[config.mk]
export PLATFORM = sky130hd
export DESIGN_NAME = unified_mem_arbiter_flat
export DESIGN_NICKNAME = d
export VERILOG_FILES = /design/src/rtl/mem_arb_pkg.sv /design/src/rtl/mem_arb_if.sv /design/src/rtl/mem_arb_starve_cnt.sv /design/src/rtl/unified_mem_arbiter.sv /design/src/flat_wrapper.sv
export SDC_FILE = /design/constraint.sdc
export NUM_CORES = 1
export LEC_CHECK = 0
export CAP_MARGIN = 30
export CORE_MARGIN = 1.5
export CORE_UTILIZATION = 30
export CTS_CLUSTER_DIAMETER = 150
export DETAILED_ROUTE_END_ITERATION = 7
export PLACE_DENSITY_LB_ADDON = 0.3
export RECOVER_POWER = 100
export SETUP_SLACK_MARGIN = 0.05
export SLEW_MARGIN = 5
export SYNTH_ARGS = -nofsm -noshare
export SYNTH_HDL_FRONTEND = slang
export SYNTH_HIERARCHICAL = 1
export SYNTH_SLANG_ARGS = --single-unit
[constraint.sdc]
create_clock -name clk -period 2.25 [get_ports clk]
set_input_delay 0.45 -clock clk [delete_from_list [all_inputs] [get_ports clk]]
set_output_delay 0.45 -clock clk [all_outputs]
set_load 0.03 [all_outputs]
[src/rtl/mem_arb_pkg.sv]
// rtl/mem_arb_pkg.sv - shared types and constants for the unified memory arbiter
package mem_arb_pkg;

  typedef enum logic [1:0] {
    IDLE  = 2'd0,
    GNT_I = 2'd1,
    GNT_D = 2'd2,
    RESP  = 2'd3
  } arb_state_e;

  localparam logic WE_RE_READ  = 1'b0;
  localparam logic WE_RE_WRITE = 1'b1;

  localparam logic PORT_I = 1'b0;
  localparam logic PORT_D = 1'b1;

  localparam int STARVE_W = 4;

endpackage

[src/rtl/mem_arb_if.sv]
// rtl/mem_arb_if.sv - core-side request port and memory-side bus interfaces
interface mem_arb_if #(
  parameter int ADDR_W = 8,
  parameter int DATA_W = 32
);
  logic              request;
  logic              we_re;
  logic [3:0]        mask;
  logic [ADDR_W-1:0] address;
  logic [DATA_W-1:0] data_in;
  logic              valid;
  logic [DATA_W-1:0] data_out;

  modport master (output request, we_re, mask, address, data_in, input valid, data_out);
  modport slave  (input request, we_re, mask, address, data_in, output valid, data_out);
endinterface

interface mem_bus_if #(
  parameter int ADDR_W = 8,
  parameter int DATA_W = 32
);
  logic              request;
  logic              we_re;
  logic [3:0]        mask;
  logic              load;
  logic [ADDR_W-1:0] address;
  logic [DATA_W-1:0] data_in;
  logic              valid;
  logic [DATA_W-1:0] data_out;

  modport master (output request, we_re, mask, load, address, data_in, input valid, data_out);
  modport slave  (input request, we_re, mask, load, address, data_in, output valid, data_out);
endinterface

[src/rtl/mem_arb_starve_cnt.sv]
// rtl/mem_arb_starve_cnt.sv - saturating count of data grants taken while fetch waits
module mem_arb_starve_cnt
  import mem_arb_pkg::*;
#(
  parameter int STARVE_LIMIT = 4
) (
  input  logic clk,
  input  logic rst,
  input  logic inc_i,
  input  logic clr_i,
  output logic at_limit_o
);

  localparam logic [STARVE_W-1:0] LIMIT = STARVE_W'(STARVE_LIMIT);

  logic [STARVE_W-1:0] count_q;

  assign at_limit_o = (count_q == LIMIT);

  always_ff @(posedge clk) begin
    if (rst) begin
      count_q <= '0;
    end else if (clr_i) begin
      count_q <= '0;
    end else if (inc_i && !at_limit_o) begin
      count_q <= count_q + STARVE_W'(1);
    end
  end

endmodule

[src/rtl/unified_mem_arbiter.sv]
// rtl/unified_mem_arbiter.sv - fixed-priority fetch/data arbiter for one single-ported memory
module unified_mem_arbiter
  import mem_arb_pkg::*;
#(
  parameter int ADDR_W       = 8,
  parameter int DATA_W       = 32,
  parameter int STARVE_LIMIT = 4
) (
  input  logic      clk,
  input  logic      rst,
  mem_arb_if.slave  i_port,
  mem_arb_if.slave  d_port,
  input  logic      d_load,
  mem_bus_if.master mem
);

  arb_state_e        state_q;
  logic              req_q;
  logic              we_re_q;
  logic [3:0]        mask_q;
  logic              load_q;
  logic [ADDR_W-1:0] addr_q;
  logic [DATA_W-1:0] wdata_q;
  logic              i_valid_q;
  logic              d_valid_q;
  logic [DATA_W-1:0] i_rdata_q;
  logic [DATA_W-1:0] d_rdata_q;

  logic at_limit;
  logic pick_d;
  logic pick_i;

  // Data wins unless fetch has waited out STARVE_LIMIT data grants.
  assign pick_d = (state_q == IDLE) && d_port.request && !(i_port.request && at_limit);
  assign pick_i = (state_q == IDLE) && !pick_d && i_port.request;

  mem_arb_starve_cnt #(
    .STARVE_LIMIT(STARVE_LIMIT)
  ) u_starve (
    .clk       (clk),
    .rst       (rst),
    .inc_i     (pick_d && i_port.request),
    .clr_i     (pick_i || (pick_d && !i_port.request)),
    .at_limit_o(at_limit)
  );

  always_ff @(posedge clk) begin
    if (rst) begin
      state_q   <= IDLE;
      req_q     <= 1'b0;
      we_re_q   <= WE_RE_READ;
      mask_q    <= '0;
      load_q    <= 1'b0;
      addr_q    <= '0;
      wdata_q   <= '0;
      i_valid_q <= 1'b0;
      d_valid_q <= 1'b0;
      i_rdata_q <= '0;
      d_rdata_q <= '0;
    end else begin
      case (state_q)
        IDLE: begin
          if (pick_d) begin
            state_q <= GNT_D;
            req_q   <= 1'b1;
            we_re_q <= d_port.we_re;
            mask_q  <= d_port.mask;
            load_q  <= d_load;
            addr_q  <= d_port.address;
            wdata_q <= d_port.data_in;
          end else if (pick_i) begin
            state_q <= GNT_I;
            req_q   <= 1'b1;
            we_re_q <= i_port.we_re;
            mask_q  <= i_port.mask;
            load_q  <= 1'b0;
            addr_q  <= i_port.address;
            wdata_q <= i_port.data_in;
          end
        end
        GNT_I, GNT_D: begin
          if (mem.valid) begin
            state_q <= RESP;
            req_q   <= 1'b0;
            if (state_q == GNT_I) begin
              i_valid_q <= 1'b1;
              i_rdata_q <= mem.data_out;
            end else begin
              d_valid_q <= 1'b1;
              d_rdata_q <= mem.data_out;
            end
          end
        end
        default: begin
          state_q   <= IDLE;
          i_valid_q <= 1'b0;
          d_valid_q <= 1'b0;
        end
      endcase
    end
  end

  assign mem.request    = req_q;
  assign mem.we_re      = we_re_q;
  assign mem.mask       = mask_q;
  assign mem.load       = load_q;
  assign mem.address    = addr_q;
  assign mem.data_in    = wdata_q;
  assign i_port.valid    = i_valid_q;
  assign i_port.data_out = i_rdata_q;
  assign d_port.valid    = d_valid_q;
  assign d_port.data_out = d_rdata_q;

endmodule

[src/flat_wrapper.sv]
// flat-port wrapper written by rule: the top's interface ports become plain ports
module unified_mem_arbiter_flat import mem_arb_pkg::*;
#(
  parameter int ADDR_W       = 8,
  parameter int DATA_W       = 32,
  parameter int STARVE_LIMIT = 4
)
  (clk, rst, d_load, i_port_request, i_port_we_re, i_port_mask, i_port_address, i_port_data_in, i_port_valid, i_port_data_out, d_port_request, d_port_we_re, d_port_mask, d_port_address, d_port_data_in, d_port_valid, d_port_data_out, mem_request, mem_we_re, mem_mask, mem_load, mem_address, mem_data_in, mem_valid, mem_data_out);
  mem_arb_if #(.ADDR_W(ADDR_W), .DATA_W(DATA_W)) i_port_i ();
  mem_arb_if #(.ADDR_W(ADDR_W), .DATA_W(DATA_W)) d_port_i ();
  mem_bus_if #(.ADDR_W(ADDR_W), .DATA_W(DATA_W)) mem_i ();
  input  logic clk;
  input  logic rst;
  input  logic d_load;
  input wire logic [$bits(i_port_i.request)-1:0] i_port_request;
  input wire logic [$bits(i_port_i.we_re)-1:0] i_port_we_re;
  input wire logic [$bits(i_port_i.mask)-1:0] i_port_mask;
  input wire logic [$bits(i_port_i.address)-1:0] i_port_address;
  input wire logic [$bits(i_port_i.data_in)-1:0] i_port_data_in;
  output wire logic [$bits(i_port_i.valid)-1:0] i_port_valid;
  output wire logic [$bits(i_port_i.data_out)-1:0] i_port_data_out;
  input wire logic [$bits(d_port_i.request)-1:0] d_port_request;
  input wire logic [$bits(d_port_i.we_re)-1:0] d_port_we_re;
  input wire logic [$bits(d_port_i.mask)-1:0] d_port_mask;
  input wire logic [$bits(d_port_i.address)-1:0] d_port_address;
  input wire logic [$bits(d_port_i.data_in)-1:0] d_port_data_in;
  output wire logic [$bits(d_port_i.valid)-1:0] d_port_valid;
  output wire logic [$bits(d_port_i.data_out)-1:0] d_port_data_out;
  output wire logic [$bits(mem_i.request)-1:0] mem_request;
  output wire logic [$bits(mem_i.we_re)-1:0] mem_we_re;
  output wire logic [$bits(mem_i.mask)-1:0] mem_mask;
  output wire logic [$bits(mem_i.load)-1:0] mem_load;
  output wire logic [$bits(mem_i.address)-1:0] mem_address;
  output wire logic [$bits(mem_i.data_in)-1:0] mem_data_in;
  input wire logic [$bits(mem_i.valid)-1:0] mem_valid;
  input wire logic [$bits(mem_i.data_out)-1:0] mem_data_out;
  assign i_port_i.request = i_port_request;
  assign i_port_i.we_re = i_port_we_re;
  assign i_port_i.mask = i_port_mask;
  assign i_port_i.address = i_port_address;
  assign i_port_i.data_in = i_port_data_in;
  assign i_port_valid = i_port_i.valid;
  assign i_port_data_out = i_port_i.data_out;
  assign d_port_i.request = d_port_request;
  assign d_port_i.we_re = d_port_we_re;
  assign d_port_i.mask = d_port_mask;
  assign d_port_i.address = d_port_address;
  assign d_port_i.data_in = d_port_data_in;
  assign d_port_valid = d_port_i.valid;
  assign d_port_data_out = d_port_i.data_out;
  assign mem_request = mem_i.request;
  assign mem_we_re = mem_i.we_re;
  assign mem_mask = mem_i.mask;
  assign mem_load = mem_i.load;
  assign mem_address = mem_i.address;
  assign mem_data_in = mem_i.data_in;
  assign mem_i.valid = mem_valid;
  assign mem_i.data_out = mem_data_out;
  unified_mem_arbiter #(.ADDR_W(ADDR_W), .DATA_W(DATA_W), .STARVE_LIMIT(STARVE_LIMIT)) u_core (.clk(clk), .rst(rst), .i_port(i_port_i), .d_port(d_port_i), .d_load(d_load), .mem(mem_i));
endmodule
== After elaboration in Yosys (flattened, before gate mapping) ==
Cells that the tools add are included.

* Register bits after elaboration: 119
* Bits of input ports: 128
* Output and inout port bits: 113
* Word-level logic and storage cells: 71

* Add/subtract/negate cells: 1
* Eq/ne operators: 7
* Multiplexer cells: 24
* Bitwise gates (word level): 2
* Reduce and logical (&&, ||, !) cells: 25

{| class="wikitable"
|+ Operators by type and width
! cell !! count
|-
| 2-to-1 mux 32 bit || 2
|-
| 2-to-1 mux 8 bit || 2
|-
| AND reduction 3 bit || 5
|-
| 2-to-1 mux 1 bit || 11
|-
| logical AND 1 bit || 8
|-
| 2-to-1 mux 4 bit || 2
|-
| 2-to-1 mux 2 bit || 3
|-
| case mux 1 bit (2 select lines) || 3
|-
| adder 4 x 1 -> 4 bit (second input constant) || 1
|-
| == test 4 x 3 -> 1 bit (second input constant) || 1
|-
| logical NOT 1 bit || 4
|-
| != test 2 bit (second input constant) || 2
|-
| case mux 2 bit (2 select lines) || 1
|-
| AND reduction 2 bit || 2
|-
| nonzero test 2 bit || 2
|-
| OR reduction 2 bit || 2
|-
| != test 3 x 1 -> 1 bit (second input constant) || 1
|-
| == test 2 x 1 -> 1 bit (second input constant) || 1
|-
| == test 2 bit (second input constant) || 1
|-
| logical NOT 2 bit || 1
|-
| != test 2 x 1 -> 1 bit (second input constant) || 1
|-
| inverter 1 bit || 2
|-
| logical OR 1 bit || 1
|}

== Logic depth before layout (Yosys ltp) ==
* Word-level depth: 10
* Gate-level depth with buffers: 12
* Depth with buffers taken out: 10

== Hierarchy ==
Netlist, hierarchy kept.

{| class="wikitable"
|+ Modules (own cells, without submodules)
! module !! instances !! cells each !! area an instance (µm²) !! seq. area each (µm²)
|-
| unified_mem_arbiter || 1 || 581 || 4892.2 || 2302.2
|-
| mem_arb_starve_cnt || 1 || 25 || 229.0 || 80.1
|}

== Worst setup path before layout ==
OpenSTA, ideal clock, no wires.

* Kind: register -> register
* From: register u_core.u_starve.count_q[0]
* To: register u_core.u_starve.count_q[3]
* Library setup time: 0.059 ns
* Data arrival time: 2.120 ns
* Required time: 2.191 ns
* Path slack: 0.071 ns
* Stages on the path, launching flop included: 13
* Path buffers: 2
* Period minus slack after synthesis: 2.179 ns
* Path through: dfxtp_1 > inv_1 > ha_1 > nand3b_1 > inv_2 > a21boi_2 > buf_4 > buf_4 > and3_1 > nor2_1 > nor2_1 > nor4b_2 > a31o_1

* Word-level cells in the longest chain between the ends: 9
* Elaborated cells between the ends (all ways): 14
* Those cells by class: add/sub: 1; eq/ne: 1; reduce/logical: 12

{| class="wikitable"
|+ Ends and longest elaborated chain
! element !! line !! text
|-
| from (decl) || mem_arb_starve_cnt.sv:16 || <nowiki>logic [STARVE_W-1:0] count_q;</nowiki>
|-
| from (signal assigned) || mem_arb_starve_cnt.sv:26 || <nowiki>count_q <= count_q + STARVE_W'(1);</nowiki>
|-
| == test 4 x 3 -> 1 bit (*) || mem_arb_starve_cnt.sv:18 || <nowiki>assign at_limit_o = (count_q == LIMIT);</nowiki>
|-
| net u_core.at_limit || unified_mem_arbiter.sv:29 || <nowiki>logic at_limit;</nowiki>
|-
| logical AND 1 bit || unified_mem_arbiter.sv:34 || <nowiki>assign pick_d = (state_q == IDLE) && d_port.request && !(i_port.request && at_limit);</nowiki>
|-
| logical NOT 1 bit || unified_mem_arbiter.sv:34 ||
|-
| logical AND 1 bit || unified_mem_arbiter.sv:34 ||
|-
| logical NOT 1 bit || unified_mem_arbiter.sv:35 || <nowiki>assign pick_i = (state_q == IDLE) && !pick_d && i_port.request;</nowiki>
|-
| logical AND 1 bit (2 in a row) || unified_mem_arbiter.sv:35 ||
|-
| logical OR 1 bit || unified_mem_arbiter.sv:43 || <nowiki>.clr_i (pick_i || (pick_d && !i_port.request)),</nowiki>
|-
| OR reduction 2 bit (no line) || -- ||
|}

The timed path passes the listed nets; every way through them passes the cells marked *.
A chain may end at the register's enable or synchronous reset.

== Worst setup path after layout ==
* From: register u_core.state_q[0]
* To: register u_core.addr_q[6], in the netlist u_core/mem.address[6]

* Word-level cells in the longest chain between the ends: 8
* Elaborated cells between the ends (all ways): 9
* Those cells by class: mux: 1; reduce/logical: 8

{| class="wikitable"
|+ Ends and longest elaborated chain
! element !! line !! text
|-
| from (decl) || unified_mem_arbiter.sv:17 || <nowiki>arb_state_e state_q;</nowiki>
|-
| from (signal assigned) || unified_mem_arbiter.sv:49 || <nowiki>state_q <= IDLE;</nowiki>
|-
| from (signal assigned) || unified_mem_arbiter.sv:64 || <nowiki>state_q <= GNT_D;</nowiki>
|-
| from (signal assigned) || unified_mem_arbiter.sv:72 || <nowiki>state_q <= GNT_I;</nowiki>
|-
| logical NOT 2 bit (*) || unified_mem_arbiter.sv:34, unified_mem_arbiter.sv:35, unified_mem_arbiter.sv:61 ||
|-
| logical AND 1 bit (2 in a row) || unified_mem_arbiter.sv:34 ||
|-
| logical NOT 1 bit || unified_mem_arbiter.sv:35 ||
|-
| logical AND 1 bit (2 in a row) || unified_mem_arbiter.sv:35 ||
|-
| nonzero test 2 bit (no line) || -- ||
|-
| AND reduction 2 bit (no line) || -- ||
|-
| to (signal assigned) || unified_mem_arbiter.sv:69 || <nowiki>addr_q <= d_port.address;</nowiki>
|-
| to (signal assigned) || unified_mem_arbiter.sv:77 || <nowiki>addr_q <= i_port.address;</nowiki>
|-
| to (decl) || unified_mem_arbiter.sv:22 || <nowiki>logic [ADDR_W-1:0] addr_q;</nowiki>
|}

Every way passes the cells marked *; elsewhere a longest branch is shown, timed or not.

==> out/metrics.csv <==
stage,metric,value,unit
worst_setup_path,slowest_delay,0.36,ns
finish,multiInputGateArea,2280,um2
yosys,ys_types,37,
job,drv_cap,0,
sta,relSlewSlack,47.3,%
worst_setup_path,cp_max_fo,12,
finish,fillers,1626,
yosys,syn_inst,606,
floorplanning,core_area,16600,um2
sta,max_freq,506,MHz
yosys,synth_compound_area_share,21.3,%
routing,wl,16200,um
yosys,synth-xor-area-share,0,%
worst_setup_path,r2r-end,u_core/mem.address[6],
min_path,min_path_cells,2,
sta,setup_tns,0,ns
worst_setup_path,cp-end-kind,register,
min_path,hold_class,register to register,
worst_setup_path,critPathKind,register to register,
yosys,ys_seq_elements,119,
sta,slew_viol_final,0,
power_and_ir_drop,p_leak,0.00334,uW
sta,rsz0062_at_grt,no,
yosys,yosysTopAreaCellShare,46.5,%
sta,period_needed,1.98,ns
floorplanning,die_area,17900,um2
finish,final_cell_mix,"130 x nand2_1, 125 x clkdlybuf4s50_1, 119 x dfxtp_1",
sta,worst_pin_slew,0.791,ns
cts,clock_latency,0.40,ns
worst_setup_path,critPathTopFamily,buffers and inverters,
yosys,syn_nets,740,
cts,clk_pin_slew,0.06,ns
sta,finalSetupViolCount,0,
yosys,synth_warnings,6,
placement,port-buffer-count,240,
cts,root_buffer,clkbuf_16,
cts,cts_buffer_depth,2,
finish,regArea,2380,um2
yosys,yosysSeqAreaShare,46.5,%
sta,skew,0.00680,ns
sta,whs,0.449,ns
yosys,netlist_area,5120,um2
floorplanning,die_w,134,um
routing,ant_nets,0,
global_route,grt_pass1_wl,25800,um
routing,topRoutingLayerUsed,met4,
placement,dpl.hpwl,10600,um
routing,vias_per_cell,4.84,
finish,antennaDiodeCount,0,
cts,cts_buffers,17,
finish,drive_gt1_share,10.5,%
sta,fin_crit_sh,87.9,%
routing,remaining_drc_errors,0,
worst_setup_path,start_kind,register,
min_path,hold_path_end,u_core/i_port.data_out[28],
routing,dr.pass1.iters,4,
routing,wl_met1,7240,um
yosys,synthAdderAreaFrac,1.47,%
global_route,grt_max_degree,49,
global_route,grt_use_total,18.2,%
worst_setup_path,slowest_stage,dfxtp_1,
worst_setup_path,crit_buf_inv,3,
routing,wl_per_cell,15.3,um
yosys,synth_area_leaders,"dfxtp_1 47%, a2111oi_2 12%, nand2_1 9.5%, a21oi_1 6.7%, nor4_1 5.5%",
sta,hold_viol_final,0,
worst_setup_path,cp_cell_sequence,inv_1 > ha_1 > inv_2 > clkbuf_2 > nor4_1 > a2111oi_2,
placement,dp.cells,1028,
min_path,hold_start,u_core/i_port.data_out[28],
yosys,synthMuxAreaShare,0,%
routing,vias,5135,
cts,htree_levels,4,
yosys,synthArstFlopShare,0,%
yosys,synth_top_family_by_area,simple AND/OR/NAND/NOR gates,
floorplanning,start_util,30.8,%
power_and_ir_drop,p_per_area,1180,nW/um2
global_route,grt_antenna_before_repair,0,
floorplanning,die_height,134,um
floorplanning,rows,47,
yosys,synth-simple-area-share,21.9,%
finish,synthToLayoutAreaGrowth,62.4,%
cts,cts_setup_buffers,0,
worst_setup_path,critPathArrivalTime,2.27,ns
placement,place.gp.congestion,0.771,
global_route,overflow,0,
yosys,syn_area_per_cell,8.45,um2
yosys,synth_flop_cell,dfxtp_1,
cts,cts_tree,built,
yosys,synth_area_leader_cell,dfxtp_1,
yosys,synth_edf_count,0,
routing,met2WireLength,7180,um
global_route,grt_pass1_vias,4977,
worst_setup_path,cp_data_required_time,2.54,ns
floorplanning,ios,241,
routing,drt_iter0_markers,310,
status,status,completed,
routing,dr_wl_met3,1600,um
power_and_ir_drop,vdd_drop_max,0.519,mV
worst_setup_path,reg2reg_setup_slack,0.27,ns
worst_setup_path,r2r.worst_path.cells,6,
finish,nets,961,
finish,finalNonFillerCells,1060,
worst_setup_path,reg2reg_from,u_core/state_q[0],
cts,ctsHoldBuffers,0,
cts,clock-sinks,119,
finish,final_common_cell,nand2_1,
where the power goes:
| group | switching [uW] | internal [uW] |
|---|---|---|
| clock | 950 | 1760 |
| combinational | 2660 | 1620 |
| sequential | 223 | 2580 |
| total | 3830 | 5960 |
repair_timing:
item	CTS	global route
endpoints found under the setup margin	0	1
endpoints found under the hold margin	0	0
resized for setup	0	1
worst max-delay path by stage:
| stage | from | endpoint | slack, ns | cells after the start |
|---|---|---|---|---|
| final | u_core/state_q[0] | u_core/mem.address[6] | 0.27 | 6 |
| after global routing | u_core/state_q[0] | u_core/mem.data_in[26] | 0.04 | 6 |
| after CTS | u_core/u_starve/count_q[0] | u_core/u_starve/count_q[3] | 0.25 | 10 |
| after detailed placement | i_port_request | u_core/mem.mask[0] | 0.03 | 5 |
| after global placement | i_port_request | u_core/u_starve/count_q[3] | 0.08 | 7 |
| after floorplan | u_core/u_starve/count_q[0] | u_core/u_starve/count_q[3] | 0.07 | 12 |
state kept, by name, indices dropped and copies added (netlist names):
name and count:
u_core/mem.we_re 1, u_core/mem.data_in 32, u_core/u_starve/count_q 4, u_core/mem.mask 4, u_core/d_port.valid 1, u_core/state_q 2, u_core/mem.address 8, u_core/i_port.data_out 32
u_core/mem.load 1, u_core/mem.request 1, u_core/i_port.valid 1, u_core/d_port.data_out 32
worst reg2reg max path: cells and delay by family (launching register included):
kind | cells | cell delay [ns]
buffers and inverters | 3 | 0.69
AND/OR/NAND/NOR | 1 | 0.12
AO/OA/AOI/OAI | 1 | 0.36
adder cells (fa/ha/maj) | 1 | 0.35
flip-flops | 1 | 0.36
layout make-up:
type                            instances  area share, %
Sequential cell                       119           28.6
Tap cell                              220           3.31
Clock inverter                          9           1.50
Inverter                               52           2.35
Multi-Input combinational cell        383           27.5
Timing Repair Buffer                  254           31.2
Clock buffer                           23           5.51
cells in the mapped netlist (3+ instances only):
cell,instances
a2111oi_0,5
a2111oi_2,40
a21oi_1,69
buf_2,16
buf_4,3
buf_6,4
clkbuf_1,29
dfxtp_1,119
ha_1,6
inv_1,50
nand2_1,130
nand3_1,3
nor2_1,52
nor3_1,4
nor4_1,45
o21ai_0,5
cells by family (layout without fill, tap and decap cells):
| family | after synthesis | count (layout) |
|---|---|---|
| AND/OR/NAND/NOR | 249 | 249 |
| AO/OA/AOI/OAI | 128 | 128 |
| flip-flops | 119 | 119 |
| buffers and inverters | 104 | 338 |
| adder cells (fa/ha/maj) | 6 | 6 |
per-stage QoR:
step                instance area, um2  utilization [%]  setup WS [ns]  power, uW
finish                            8320             50.0          0.272       9800
global route                      8320             50.0         0.0374      10400
detailed placement                7780             46.8         0.0311       7410
global placement                  7780             46.8         0.0764       7360
floorplan                         5120                -         0.0712       5640
CTS                               8370             50.3          0.252      10200
layer usage:
layer	vias up	GRT usage [%]
li1	2528	-
met3	13	7.31
met5	-	0
met2	206	28.5
met4	0	5.62
met1	2388	22.9
No activity file was read; power rests on OpenSTA's default activity.
